==> config.mk <==
export PLATFORM = sky130hd
export DESIGN_NAME = mem_fifo_scheduler
export DESIGN_NICKNAME = d
export VERILOG_FILES = /design/src/rtl/mem_fifo_scheduler.sv
export SDC_FILE = /design/constraint.sdc
export NUM_CORES = 1
export LEC_CHECK = 0
export ABC_AREA = 1
export BUFFER_PORTS_ARGS = -buffer_cell sky130_fd_sc_hd__buf_2
export CORE_MARGIN = 5
export CORE_UTILIZATION = 56
export CTS_CLUSTER_SIZE = 25
export DETAILED_ROUTE_END_ITERATION = 8
export PLACE_DENSITY_LB_ADDON = 0.05
export SKIP_LAST_GASP = 1
export SLEW_MARGIN = 10
export SYNTH_ARGS = -nofsm -noshare
export SYNTH_HDL_FRONTEND = slang
export SYNTH_SLANG_ARGS = --single-unit
==> constraint.sdc <==
create_clock -name clk_div -period 5.9 [get_ports clk_div]
set_input_delay 0.59 -clock clk_div [delete_from_list [all_inputs] [get_ports clk_div]]
set_output_delay 0.59 -clock clk_div [all_outputs]
set_load 0.01 [all_outputs]
==> src/rtl/mem_fifo_scheduler.sv <==
// Circular-FIFO sequencer for the shared sample memory: arbitrates the single port between
// UART-side writes and SPI-side reads, and handshakes load_data/done_send with the SPI sender.
module mem_fifo_scheduler #(
  parameter int unsigned DATA_W = 24,
  parameter int unsigned ADDR_W = 5,
  parameter int unsigned DEPTH  = 16
) (
  input  logic              clk_div,
  input  logic              rst_n,
  input  logic              wr_req,
  input  logic [DATA_W-1:0] wr_data,
  input  logic              send_en_n,
  input  logic              flush,
  input  logic              done_send,
  output logic              wr_ack,
  output logic [ADDR_W-1:0] mem_addr,
  output logic              mem_we,
  output logic [DATA_W-1:0] mem_wdata,
  output logic              load_data,
  output logic [ADDR_W-1:0] count,
  output logic              empty,
  output logic              full,
  output logic              busy
);

  localparam logic [ADDR_W-1:0] DepthW  = ADDR_W'(DEPTH);
  localparam logic [ADDR_W-1:0] LastPtr = ADDR_W'(DEPTH - 1);

  typedef enum logic [1:0] {StIdle, StAddr, StLoad, StWait} state_e;

  state_e              state_q, state_d;
  logic [ADDR_W-1:0]   wr_ptr_q, wr_ptr_d, rd_ptr_q, rd_ptr_d;
  logic [ADDR_W-1:0]   count_q, count_d;
  logic [ADDR_W-1:0]   mem_addr_q, mem_addr_d;
  logic [DATA_W-1:0]   mem_wdata_q, mem_wdata_d;
  logic                mem_we_q, wr_ack_q, load_data_q, busy_q;
  logic                last_grant_wr_q, last_grant_wr_d;
  logic                wr_elig, rd_elig, accept, pop, start_rd, flush_now;

  function automatic logic [ADDR_W-1:0] ptr_inc(input logic [ADDR_W-1:0] p);
    return (p == LastPtr) ? '0 : p + 1'b1;
  endfunction

  assign empty = (count_q == '0);
  assign full  = (count_q == DepthW);

  assign wr_elig = wr_req && !full && !wr_ack_q;
  assign rd_elig = !send_en_n && !empty;

  always_comb begin
    state_d         = state_q;
    accept          = 1'b0;
    pop             = 1'b0;
    start_rd        = 1'b0;
    flush_now       = 1'b0;
    last_grant_wr_d = last_grant_wr_q;
    unique case (state_q)
      StIdle: begin
        if (flush) begin
          flush_now = 1'b1;
        end else if (wr_elig && (!rd_elig || !last_grant_wr_q)) begin
          accept = 1'b1;
        end else if (rd_elig) begin
          start_rd = 1'b1;
          state_d  = StAddr;
        end
      end
      // A write issued the cycle we entered ADDR steals the port; re-present rd_ptr.
      StAddr: if (!mem_we_q) state_d = StLoad;
      StLoad: state_d = StWait;
      StWait: begin
        accept = wr_elig;
        pop    = done_send;
      end
      default: state_d = StIdle;
    endcase

    if (accept) last_grant_wr_d = 1'b1;
    else if (start_rd) last_grant_wr_d = 1'b0;

    count_d = count_q;
    if (accept) count_d = count_d + 1'b1;
    if (pop) count_d = count_d - 1'b1;
    if (flush_now) count_d = '0;

    if (pop) state_d = (!send_en_n && count_d != '0) ? StAddr : StIdle;

    wr_ptr_d = flush_now ? '0 : (accept ? ptr_inc(wr_ptr_q) : wr_ptr_q);
    rd_ptr_d = flush_now ? '0 : (pop ? ptr_inc(rd_ptr_q) : rd_ptr_q);

    mem_wdata_d = accept ? wr_data : mem_wdata_q;
    if (accept) mem_addr_d = wr_ptr_q;
    else if (state_d == StAddr || state_d == StLoad) mem_addr_d = rd_ptr_d;
    else mem_addr_d = mem_addr_q;
  end

  always_ff @(posedge clk_div or negedge rst_n) begin
    if (!rst_n) begin
      state_q         <= StIdle;
      wr_ptr_q        <= '0;
      rd_ptr_q        <= '0;
      count_q         <= '0;
      mem_addr_q      <= '0;
      mem_wdata_q     <= '0;
      mem_we_q        <= 1'b0;
      wr_ack_q        <= 1'b0;
      load_data_q     <= 1'b0;
      busy_q          <= 1'b0;
      last_grant_wr_q <= 1'b0;
    end else begin
      state_q         <= state_d;
      wr_ptr_q        <= wr_ptr_d;
      rd_ptr_q        <= rd_ptr_d;
      count_q         <= count_d;
      mem_addr_q      <= mem_addr_d;
      mem_wdata_q     <= mem_wdata_d;
      mem_we_q        <= accept;
      wr_ack_q        <= accept;
      load_data_q     <= (state_d == StLoad);
      busy_q          <= (state_d != StIdle);
      last_grant_wr_q <= last_grant_wr_d;
    end
  end

  assign wr_ack    = wr_ack_q;
  assign mem_addr  = mem_addr_q;
  assign mem_we    = mem_we_q;
  assign mem_wdata = mem_wdata_q;
  assign load_data = load_data_q;
  assign count     = count_q;
  assign busy      = busy_q;

endmodule
==> results of run 1 <==
path summary, 6_finish.rpt:
path / start / to / slack (ns)
min in group clk_div: wr_data[4] / mem_wdata[4] / 0.47
hold / removal: rst_n / count[0] / 0.37
max in group asynchronous: rst_n / wr_ack / 5.09
hold reg to reg: mem_wdata[17] / mem_wdata[17] / 0.48
setup reg to reg: state_q[1] / mem_addr[2] / 2.26
setup / recovery: state_q[1] / mem_addr[2] / 2.26
per-stage QoR:
step	power, W	area [um2]
final	0.001589	3030
after CTS	0.001605	3030
after global routing	0.001745	3030
after detailed placement	0.001384	2932
after global placement	0.001363	2932
after floorplan	0.001134	2565
sequential cells by signal (all words and copies together), names as in the netlist, 2 cells and up:
signal and count:
mem_addr 5, rd_ptr_q 5, mem_wdata 24, wr_ptr_q 5, count 5, state_q 2
power groups by stage:
| stage | registers (W) | logic (W) | clock network (W) |
|---|---|---|---|
| after floorplan | 0.000613 | 0.000522 | 0 |
| after global placement | 0.000575 | 0.000788 | 0 |
| after detailed placement | 0.000572 | 0.000812 | 0 |
| after CTS | 0.000570 | 0.000814 | 0.000221 |
| after global routing | 0.000591 | 0.000922 | 0.000233 |
| final | 0.000570 | 0.000803 | 0.000216 |
cells by family after synthesis:
logic type,Yosys count,synth area share
xor gates and xnor gates,4,0.01366
buffers and inverters,56,0.08878
adders and majority gates,12,0.05854
and+or+nand+nor,168,0.2942
AOI/OAI and AO/OA,23,0.05708
DFF,50,0.4878
worst register-to-register path: stages, from the launching register on:
cell and delay (ns):
dfrtp_1 0.44, inv_1 0.15, ha_1 0.21, inv_1 0.08
nor2_1 0.11, nand2_2 0.08, nand2_4 0.10, nand3_4 0.37
nand2_4 0.18, nand2_2 0.07, inv_1 0.06, ha_1 0.13
inv_1 0.04, nor2_1 0.12, nand3_1 0.13, nor2_1 0.11
nand2_1 0.07, nand3_2 0.10, nand3_2 0.10, a21oi_2 0.16
ha_1 0.26, or2_1 0.23, inv_1 0.12, nand2_1 0.07
o221ai_1 0.07
Yosys cell counts (3+ instances only):
cell and number:
ha_1 12, nor2_2 3, a21oi_1 5, xor2_1 4, nand2_1 111, inv_1 45, a31oi_1 3, nand2_2 3
nor2_1 13, nor3_1 4, clkbuf_1 4, nand4_1 5, o21ai_0 4, dfrtp_1 50, nand3_2 5, nand3_1 18
layout by cell type (no fill, tap or decap), drive strengths merged, types with 3 or more instances in the layout:
master  instances
nor2           16
nand2         116
a31oi           3
a21oi           6
nor3            4
ha             12
nand3          24
nand4           5
xor2            4
inv            48
dfrtp          50
o21ai           7
buf            70
clkbuf          6
layer usage:
metal	part of all wire	vias to the layer above	GRT usage
met5	0	-	0
met4	0.0095	0	0.04296
met3	0.063	6	0.04630
met2	0.47	59	0.3272
met1	0.46	1023	0.2581
li1	-	1108	-
final cells by class:
| type | count | area (um2) |
|---|---|---|
| Fill cell | 378 | 1354 |
| Sequential cell | 50 | 1251 |
| Multi-Input combinational cell | 207 | 1086 |
| Timing Repair Buffer | 70 | 352.8 |
| Inverter | 47 | 176.4 |
| Clock buffer | 6 | 82.58 |
| Tap cell | 52 | 65.06 |
| Clock inverter | 2 | 16.27 |
==> flow_metrics.py, run 1 <==
metrics = {
    "status": {
        "outcome": "finished, final reports clean",
    },
    "pwr": {
        "p_seq_frac": 0.359,
        "p_int_w": 0.0008650,
        "comb_power_share": 0.505,
        "switching_power_w": 0.0007238,
        "leakage_nw": 1.762,
        "clockPowerShare": 0.136,
        "vdd_ir_drop_max_mv": 0.2920,
        "powerDensity_mw_per_mm2": 524.3,
        "p_sw_frac": 0.4556,
    },
    "yosys": {
        "synthArstFlopShare": 1.000,
        "yosysTopAreaCellShare": 0.4878,
        "synthTopCellsByArea": "dfrtp_1, nand2_1, inv_1, ha_1, nand3_1",
        "synth_seq_cells": 50,
        "synth_top_area_cell": "dfrtp_1",
        "syn_area_per_cell_um2": 8.195,
        "ys_warn_count": 0,
        "synth_enable_flop_cells": 0,
        "syn_area_mm2": 0.002565,
        "ys.flop_type": "dfrtp_1",
        "synth_cells": 313,
        "yosysSeqAreaShare": 0.4878,
        "synth.distinct_cells": 33,
        "syn_nets": 355,
    },
    "route": {
        "antenna_left": 0,
        "via_count": 2196,
        "drtPass1Iterations": 4,
        "wl_per_cell_um": 12.88,
        "drt_iter0_markers": 134,
        "drcViolationCount": 0,
        "viasPerCell": 5.060,
        "routed_wl_um": 5589,
    },
    "setup_path": {
        "crit_fanout": 39,
        "critPathKind": "reg2reg",
        "cp.depth": 24,
        "crit_family": "simple AND/OR/NAND/NOR gates",
        "path_buf_inv": 5,
        "crit_path_end_kind": "flop",
        "crit_top_cell": "inv_1",
        "worstPathCellList": "inv_1, ha_1, inv_1, nor2_1, nand2_2, nand2_4, nand3_4, nand2_4, nand2_2, inv_1, ha_1, inv_1, nor2_1, nand3_1, nor2_1, nand2_1, nand3_2, nand3_2, a21oi_2, ha_1, or2_1, inv_1, nand2_1, o221ai_1",
        "startpoint_type": "flop",
        "arrival_ns": 3.85,
        "r2r_cells": 24,
        "cpMaxStageDelayCell": "dfrtp_1",
        "cpPeakStageDelay_ns": 0.44,
        "critPathRequiredTime_ns": 6.12,
    },
    "global_routing": {
        "grt_pass1_vias": 2192,
        "antenna_found_initial": 0,
        "grt.overflow.total": 0,
        "grt_max_degree": 51,
        "groute.usage.overall": 0.1955,
        "grt_pass1_wl_um": 9722,
    },
    "clock_tree": {
        "htreeDepth": 2,
        "cts_root_buffer": "clkbuf_8",
        "clock-sinks": 50,
        "cts_buffer_depth": 2,
        "clkLatencyLatePin_ns": 0.30,
        "cts.reportedPaths.clkPinSlew_ns": 0.10,
        "holdBufCountCts": 0,
        "cts_made_buffers": 5,
        "postCtsSetupBuffers": 0,
        "cts_tree": "yes",
        "cts_resized": 0,
    },
    "sta": {
        "min_period_ns": 3.639,
        "setup_viol": 0,
        "slew_violations": 0,
        "whs_ns": 0.3715,
        "period_share": 0.6168,
        "max_freq_ghz": 0.2748,
        "setup-tns-final_ns": 0,
        "finalHoldViolations": 0,
        "rsz0062_at_grt": "false",
        "clock_skew_ns": 0.009023,
        "slew_headroom": 0.5817,
        "timing.final.ws_setup_ns": 2.261,
        "tightestPinTransition_ns": 0.6274,
    },
    "floorplan": {
        "dieArea_mm2": 0.006033,
        "die-height_um": 77.68,
        "io_pins": 70,
        "fp.coreArea_mm2": 0.004384,
        "initial_core_util": 0.5850,
        "rows": 24,
        "fp.dieW_um": 77.68,
    },
    "cells_and_area": {
        "final_core_util": 0.6912,
        "diodes": 0,
        "fin_cells": 434,
        "area.growth.synth_to_final_pct": 18.15,
        "nNetsFinal": 423,
        "drive_gt1_frac": 0.2513,
    },
    "placement": {
        "gp_congestion": 0.8264,
        "port_buffers": 69,
        "dp_slack_ns": 2.237,
        "hpwl_um": 4077,
        "placed_cells": 426,
    },
    "job": {
        "drv_cap": 0,
    },
    "min_path": {
        "hold_class": "in2async",
    },
}
No activity file was read; power rests on OpenSTA's default activity.
==> run 2: changes to the inputs <==
--- a/config.mk
+++ b/config.mk
@@ -5,10 +5,10 @@
 export SDC_FILE = /design/constraint.sdc
 export NUM_CORES = 1
 export LEC_CHECK = 0
-export ABC_AREA = 1
+export ABC_AREA = 0
 export BUFFER_PORTS_ARGS = -buffer_cell sky130_fd_sc_hd__buf_2
 export CORE_MARGIN = 5
-export CORE_UTILIZATION = 56
+export CORE_UTILIZATION = 47
 export CTS_CLUSTER_SIZE = 25
 export DETAILED_ROUTE_END_ITERATION = 8
 export PLACE_DENSITY_LB_ADDON = 0.05
==> constraint.sdc (replaced) <==
create_clock -name clk_div -period 3.1 [get_ports clk_div]
set_input_delay 0.31 -clock clk_div [delete_from_list [all_inputs] [get_ports clk_div]]
set_output_delay 0.31 -clock clk_div [all_outputs]
set_load 0.01 [all_outputs]
==> run 2 against run 1 <==
  * The run now ends with setup timing left
  * Area after synthesis fell by 3.0%
  * Power rose by 110%
  * Non-clock buffer count rose by 41
  * Clock skew fell by 0.0021 ns
  * Via count rose by 4.2%
  * Clock power rose by 77%
  * Cell count rose by 2.8%
  * Maximum frequency fell by 1.2%
  * Synthesized cell count fell by 14%
  * Register-to-register slack got worse by 2.8 ns
  * Wire length rose by 14%
  * Critical path type unchanged
==> flow_metrics.py, run 2 <==
metrics = {
    "global_routing": {
        "grt_util_met1": 0.2625,
        "groute.usage.overall": 0.2033,
        "grt.busiest_layer": "met2",
        "antenna_found_initial": 0,
        "grt_max_degree": 43,
        "grt_pass1_vias": 2264,
        "met3_usage": 0.04664,
        "grt_pass1_wl_um": 10480,
        "grt.overflow.total": 0,
        "grtUsageMet2": 0.3389,
    },
    "sta": {
        "tightestPinTransition_ns": 0.5899,
        "setup_viol": 7,
        "slew_headroom": 0.6067,
        "setup-tns-final_ns": -3.365,
        "period_share": 1.188,
        "max_freq_ghz": 0.2715,
        "rsz0062_at_grt": "true",
        "min_period_ns": 3.683,
        "timing.final.ws_setup_ns": -0.5830,
        "clock_skew_ns": 0.006876,
        "finalHoldViolations": 0,
        "slew_violations": 0,
    },
    "clock_tree": {
        "cts_buffer_depth": 2,
        "clock-sinks": 50,
        "cts_made_buffers": 5,
        "cts_root_buffer": "clkbuf_8",
        "cts.reportedPaths.clkPinSlew_ns": 0.10,
        "clkLatencyLatePin_ns": 0.30,
        "cts_tree": "yes",
        "htreeDepth": 2,
        "holdBufCountCts": 0,
    },
    "yosys": {
        "synth_seq_cells": 50,
        "yosysSeqAreaShare": 0.5028,
        "syn_area_per_cell_um2": 9.217,
        "synthArstFlopShare": 1.000,
        "synth_xor_xnor_area_share": 0.03519,
        "synth_compound_area_frac": 0.09804,
        "synth_common_cells": "nand2_1, dfrtp_1, ha_1, nor2_1",
        "synth_cells": 270,
        "synthMuxAreaShare": 0.02866,
        "synthTopCellsByArea": "dfrtp_1, nand2_1, ha_1, mux2i_1, xor2_1",
        "synth_enable_flop_cells": 0,
        "synth_top_family_by_area": "simple AND/OR/NAND/NOR gates",
        "synthAdderAreaFrac": 0.06033,
        "ys_warn_count": 0,
        "synth_top_area_cell": "dfrtp_1",
        "yosysTopAreaCellShare": 0.5028,
        "syn_nets": 312,
        "synth-simple-area-share": 0.2333,
        "synth_most_common_cell": "nand2_1",
        "syn_area_mm2": 0.002489,
        "synth.distinct_cells": 44,
        "ys.flop_type": "dfrtp_1",
    },
    "pwr": {
        "p_int_w": 0.001955,
        "powerDensity_mw_per_mm2": 984.8,
        "p_sw_frac": 0.4099,
        "p_seq_frac": 0.311,
        "vdd_ir_drop_max_mv": 0.5635,
        "switching_power_w": 0.001357,
        "comb_power_share": 0.573,
        "total_power_w": 0.003312,
        "leakage_nw": 1.780,
        "clockPowerShare": 0.115,
    },
    "floorplan": {
        "die-height_um": 82.77,
        "rows": 26,
        "dieArea_mm2": 0.006850,
        "io_pins": 70,
        "fp.dieW_um": 82.77,
        "fp.coreArea_mm2": 0.005140,
        "initial_core_util": 0.4842,
    },
    "setup_path": {
        "crit_family": "compound AO/OA/AOI/OAI gates",
        "path_buf_inv": 2,
        "reg2reg_from": "count[0]",
        "critPathRequiredTime_ns": 3.28,
        "r2r-end": "mem_addr[2]",
        "rrSetupSlack_ns": -0.58,
        "crit_top_cell": "ha_4",
        "worstPathCellList": "inv_2, ha_4, nor4bb_4, a2111o_1, or2_4, inv_4, mux2i_2, ha_2, nand3_2, or3_4, a211oi_2, xnor2_1, a31o_1, ha_4, mux2i_1, o21ai_1",
        "cpPeakStageDelay_ns": 0.40,
        "arrival_ns": 3.86,
        "critPathKind": "reg2reg",
        "cp.depth": 16,
        "cpMaxStageDelayCell": "or3_4",
        "startpoint_type": "flop",
        "crit_path_end_kind": "flop",
        "r2r_cells": 16,
        "crit_fanout": 5,
    },
    "status": {
        "violations": "setup timing",
        "outcome": "complete, but fails checks",
    },
    "route": {
        "via_count": 2289,
        "routed_wl_um": 6369,
        "antenna_left": 0,
        "drtPass1Iterations": 4,
        "wl_per_cell_um": 14.28,
        "drt_iter0_markers": 86,
        "drcViolationCount": 0,
        "viasPerCell": 5.132,
    },
    "placement": {
        "hpwl_um": 4524,
        "placed_area_mm2": 0.003152,
        "port_buffers": 69,
        "placed_cells": 432,
        "gp_congestion": 1.013,
    },
    "cells_and_area": {
        "fin_cells": 446,
        "final-seq-area_mm2": 0.001252,
        "fillers": 452,
        "drive_gt1_frac": 0.3803,
        "diodes": 0,
        "nNetsFinal": 417,
        "final_core_util": 0.6543,
        "final_cell_mix": "nand2_1, buf_2, dfrtp_1, buf_4, nor2_1",
        "area.growth.synth_to_final_pct": 35.14,
        "multi_input_area_mm2": 0.001227,
        "largest_reg_flops": 24,
        "stdcell_area_mm2": 0.003363,
        "layout_commonest_cell": "nand2_1",
    },
    "min_path": {
        "hold_class": "in2async",
    },
    "job": {
        "drv_cap": 0,
    },
}
-- run 2: layout make-up --
type	instances	share of cell area
Sequential cell	50	0.3724
Timing Repair Buffer	111	0.1975
Clock buffer	5	0.02046
Inverter	11	0.01302
Multi-Input combinational cell	196	0.3650
Tap cell	70	0.02604
Clock inverter	3	0.005580
-- run 2: logic make-up (layout without fill, tap and decap cells) --
logic type / after synthesis / in the layout
and+or+nand+nor: 133 / 133
muxes: 7 / 7
xor gates and xnor gates: 10 / 10
DFF: 50 / 50
buffers and inverters: 24 / 130
AOI/OAI and AO/OA: 34 / 34
adders and majority gates: 12 / 12
-- run 2: repair_timing --
item,4_1_cts,5_1_grt
gates resized for setup,13,4
buffers inserted,8,4
pin swaps,4,4
setup endpoints to repair,7,9
-- run 2: worst max-delay path by stage --
stage / from / endpoint / slack, ns
6_report: count[0] / mem_addr[2] / -0.58
3_5_place_dp: state_q[1] / mem_addr[1] / -0.71
4_1_cts: count[0] / mem_addr[2] / -0.59
2_1_floorplan: count[0] / mem_addr[1] / -0.76
3_3_place_gp: state_q[0] / mem_addr[4] / -0.62
5_1_grt: count[0] / mem_addr[1] / -0.80
-- run 2: through the flow --
step	hold slack, ns	setup WS, ns
2_1_floorplan	0.01441	-0.7558
3_3_place_gp	0.3513	-0.6161
3_5_place_dp	0.3572	-0.7117
4_1_cts	0.01772	-0.5900
5_1_grt	0.05861	-0.7971
6_report	0.002108	-0.5830
-- run 2: metal layers --
metal / vias to the layer above / wire, um
li1: 1107 / -
met4: 0 / 162
met5: - / 0
met3: 20 / 406
met2: 84 / 2959
met1: 1078 / 2841
-- run 2: power groups by stage --
| stage | Clock [W] | Sequential [W] | Combinational (W) |
|---|---|---|---|
| global placement | 0 | 0.00104 | 0.00166 |
| global route | 0.000417 | 0.00106 | 0.00209 |
| finish | 0.000382 | 0.00103 | 0.00190 |
| CTS | 0.000395 | 0.00103 | 0.00189 |
| detailed placement | 0 | 0.00103 | 0.00170 |
| floorplan | 0 | 0.00113 | 0.000948 |
==> run 3: changes to the inputs <==
--- a/config.mk
+++ b/config.mk
@@ -9,6 +9,7 @@
 export BUFFER_PORTS_ARGS = -buffer_cell sky130_fd_sc_hd__buf_2
 export CORE_MARGIN = 5
 export CORE_UTILIZATION = 47
+export CTS_BUF_LIST = sky130_fd_sc_hd__clkbuf_16
 export CTS_CLUSTER_SIZE = 25
 export DETAILED_ROUTE_END_ITERATION = 8
 export PLACE_DENSITY_LB_ADDON = 0.05
==> run 3 against run 2 <==
  * Power up 7.2%
  * The flow still finishes with violations (setup timing)
  * Utilization increased by 2.3 points
  * Critical path depth stayed put
  * Sequential share of layout area decreased by 1.2 points
  * Worst hold slack better by 0.020 ns
  * Via count increased by 1.1%
  * Global-route usage up 0.38 points
  * Cell area grew 3.5%
  * Highest routed layer unchanged
  * Setup slack got worse by 0.012 ns
  * Non-clock buffer count increased by 5
  * Cell count is 1.1% higher
  * Clock skew down 0.00081 ns
==> flow_metrics.py, run 3 (synthesis gave the netlist of run 2 again) <==
metrics = {
    "clock_tree": {
        "cts_buffer_depth": 2,
        "cts_made_buffers": 5,
        "clock-sinks": 50,
        "htreeDepth": 2,
        "cts_tree": "yes",
        "clkLatencyLatePin_ns": 0.29,
        "cts.reportedPaths.clkPinSlew_ns": 0.07,
        "cts_root_buffer": "clkbuf_16",
    },
    "cells_and_area": {
        "drive_gt1_frac": 0.3937,
        "diodes": 0,
        "fillers": 432,
        "stdcell_area_mm2": 0.003480,
        "fin_cells": 451,
        "largest_reg_flops": 24,
        "area.growth.synth_to_final_pct": 39.82,
        "layout_commonest_cell": "nand2_1",
        "nNetsFinal": 422,
        "final_cell_mix": "nand2_1, buf_2, dfrtp_1, buf_4, nor2_1",
        "final_core_util": 0.6770,
    },
    "placement": {
        "placed_area_mm2": 0.003152,
        "dp_slack_ns": -0.7117,
        "placed_cells": 432,
        "hpwl_um": 4524,
        "gp_congestion": 1.013,
        "port_buffers": 69,
    },
    "status": {
        "violations": "setup timing",
        "outcome": "complete, but fails checks",
    },
    "sta": {
        "clock_skew_ns": 0.006061,
        "max_freq_ghz": 0.2706,
        "setup_viol": 7,
        "tightestPinTransition_ns": 0.5913,
        "min_period_ns": 3.695,
        "rsz0062_at_grt": "true",
        "period_share": 1.192,
        "slew_violations": 0,
        "slew_headroom": 0.6058,
        "finalHoldViolations": 0,
        "timing.final.ws_setup_ns": -0.5950,
    },
    "floorplan": {
        "rows": 26,
        "fp.coreArea_mm2": 0.005140,
        "fp.dieW_um": 82.77,
        "dieArea_mm2": 0.006850,
        "initial_core_util": 0.4842,
        "die-height_um": 82.77,
        "io_pins": 70,
    },
    "pwr": {
        "total_power_w": 0.003552,
        "vdd_ir_drop_max_mv": 0.6464,
        "powerDensity_mw_per_mm2": 1021,
        "leakage_nw": 1.830,
    },
    "global_routing": {
        "grt_pass1_wl_um": 10630,
        "grt.overflow.total": 0,
        "groute.usage.overall": 0.2071,
        "grt_max_degree": 43,
        "grt_pass1_vias": 2315,
        "antenna_found_initial": 0,
    },
    "route": {
        "drtPass1Iterations": 5,
        "via_count": 2314,
        "viasPerCell": 5.131,
        "wl_per_cell_um": 14.45,
        "drt_iter0_markers": 138,
        "drcViolationCount": 0,
        "routed_wl_um": 6516,
        "antenna_left": 0,
    },
    "setup_path": {
        "critPathKind": "reg2reg",
        "crit_path_end_kind": "flop",
        "crit_fanout": 5,
        "arrival_ns": 3.86,
        "startpoint_type": "flop",
        "critPathRequiredTime_ns": 3.26,
    },
    "job": {
        "drv_cap": 0,
    },
    "min_path": {
        "hold_class": "in2async",
    },
}
run 3: per-layer routing:
metal	vias to the layer above	track usage	share of wire
met2	78	0.3421	0.47
met1	1101	0.2615	0.44
met4	0	0.07843	0.019
met5	-	0	0
li1	1121	-	-
met3	14	0.05206	0.071
run 3: where the power goes:
| group | switching [W] | total [W] | internal, W |
|---|---|---|---|
| clock network | 0.000242 | 0.000541 | 0.000299 |
| logic | 0.00102 | 0.00198 | 0.000958 |
| registers | 0.000146 | 0.00103 | 0.000887 |
run 3: stage by stage:
stage / hold slack (ns) / TNS [ns]
2_1_floorplan: 0.01441 / -4.426
5_1_grt: 0.08413 / -4.791
3_5_place_dp: 0.3572 / -3.886
3_3_place_gp: 0.3513 / -3.301
6_report: 0.02235 / -3.350
4_1_cts: 0.04477 / -4.100
run 3: layout make-up:
class | instances | area [um2] | area share
Sequential cell | 50 | 1252 | 0.3599
Multi-Input combinational cell | 196 | 1246 | 0.3581
Timing Repair Buffer | 116 | 705.7 | 0.2028
Clock buffer | 5 | 125.1 | 0.03596
Tap cell | 70 | 87.58 | 0.02517
Inverter | 11 | 43.79 | 0.01259
Clock inverter | 3 | 18.77 | 0.005394
run 3: worst paths after layout:
| kind | startpoint | endpoint | slack, ns | cells after the start |
|---|---|---|---|---|
| worst max-delay path | state_q[1] | mem_addr[2] | -0.60 | 16 |
| worst min-delay path | rst_n | busy | 0.02 | 1 |
| worst max register to register | state_q[1] | mem_addr[2] | -0.60 | 16 |
| worst min register to register | mem_wdata[9] | mem_wdata[9] | 0.47 | 2 |
| max in group asynchronous | rst_n | wr_ack | 2.43 | 2 |
| min in group clk_div | wr_data[12] | mem_wdata[12] | 0.20 | 3 |
run 3: critical path: stages (launching register included):
cell and delay (ns):
dfrtp_1 0.40, inv_2 0.09, ha_4 0.13, nand2b_1 0.05, a2111o_1 0.42, or2_4 0.25
inv_4 0.07, mux2i_2 0.25, ha_2 0.24, nand3_2 0.06, or3_4 0.38, a211oi_2 0.21
xnor2_1 0.12, a31o_1 0.28, ha_4 0.33, mux2i_1 0.22, o21ai_1 0.07
run 3: repair_timing:
item / in CTS / in global routing
hold buffers: 0 / 0
setup buffers: 10 / 7
resized for setup: 17 / 4
cloned: 0 / 0
endpoints found under the setup margin: 7 / 9
pin swaps: 11 / 8
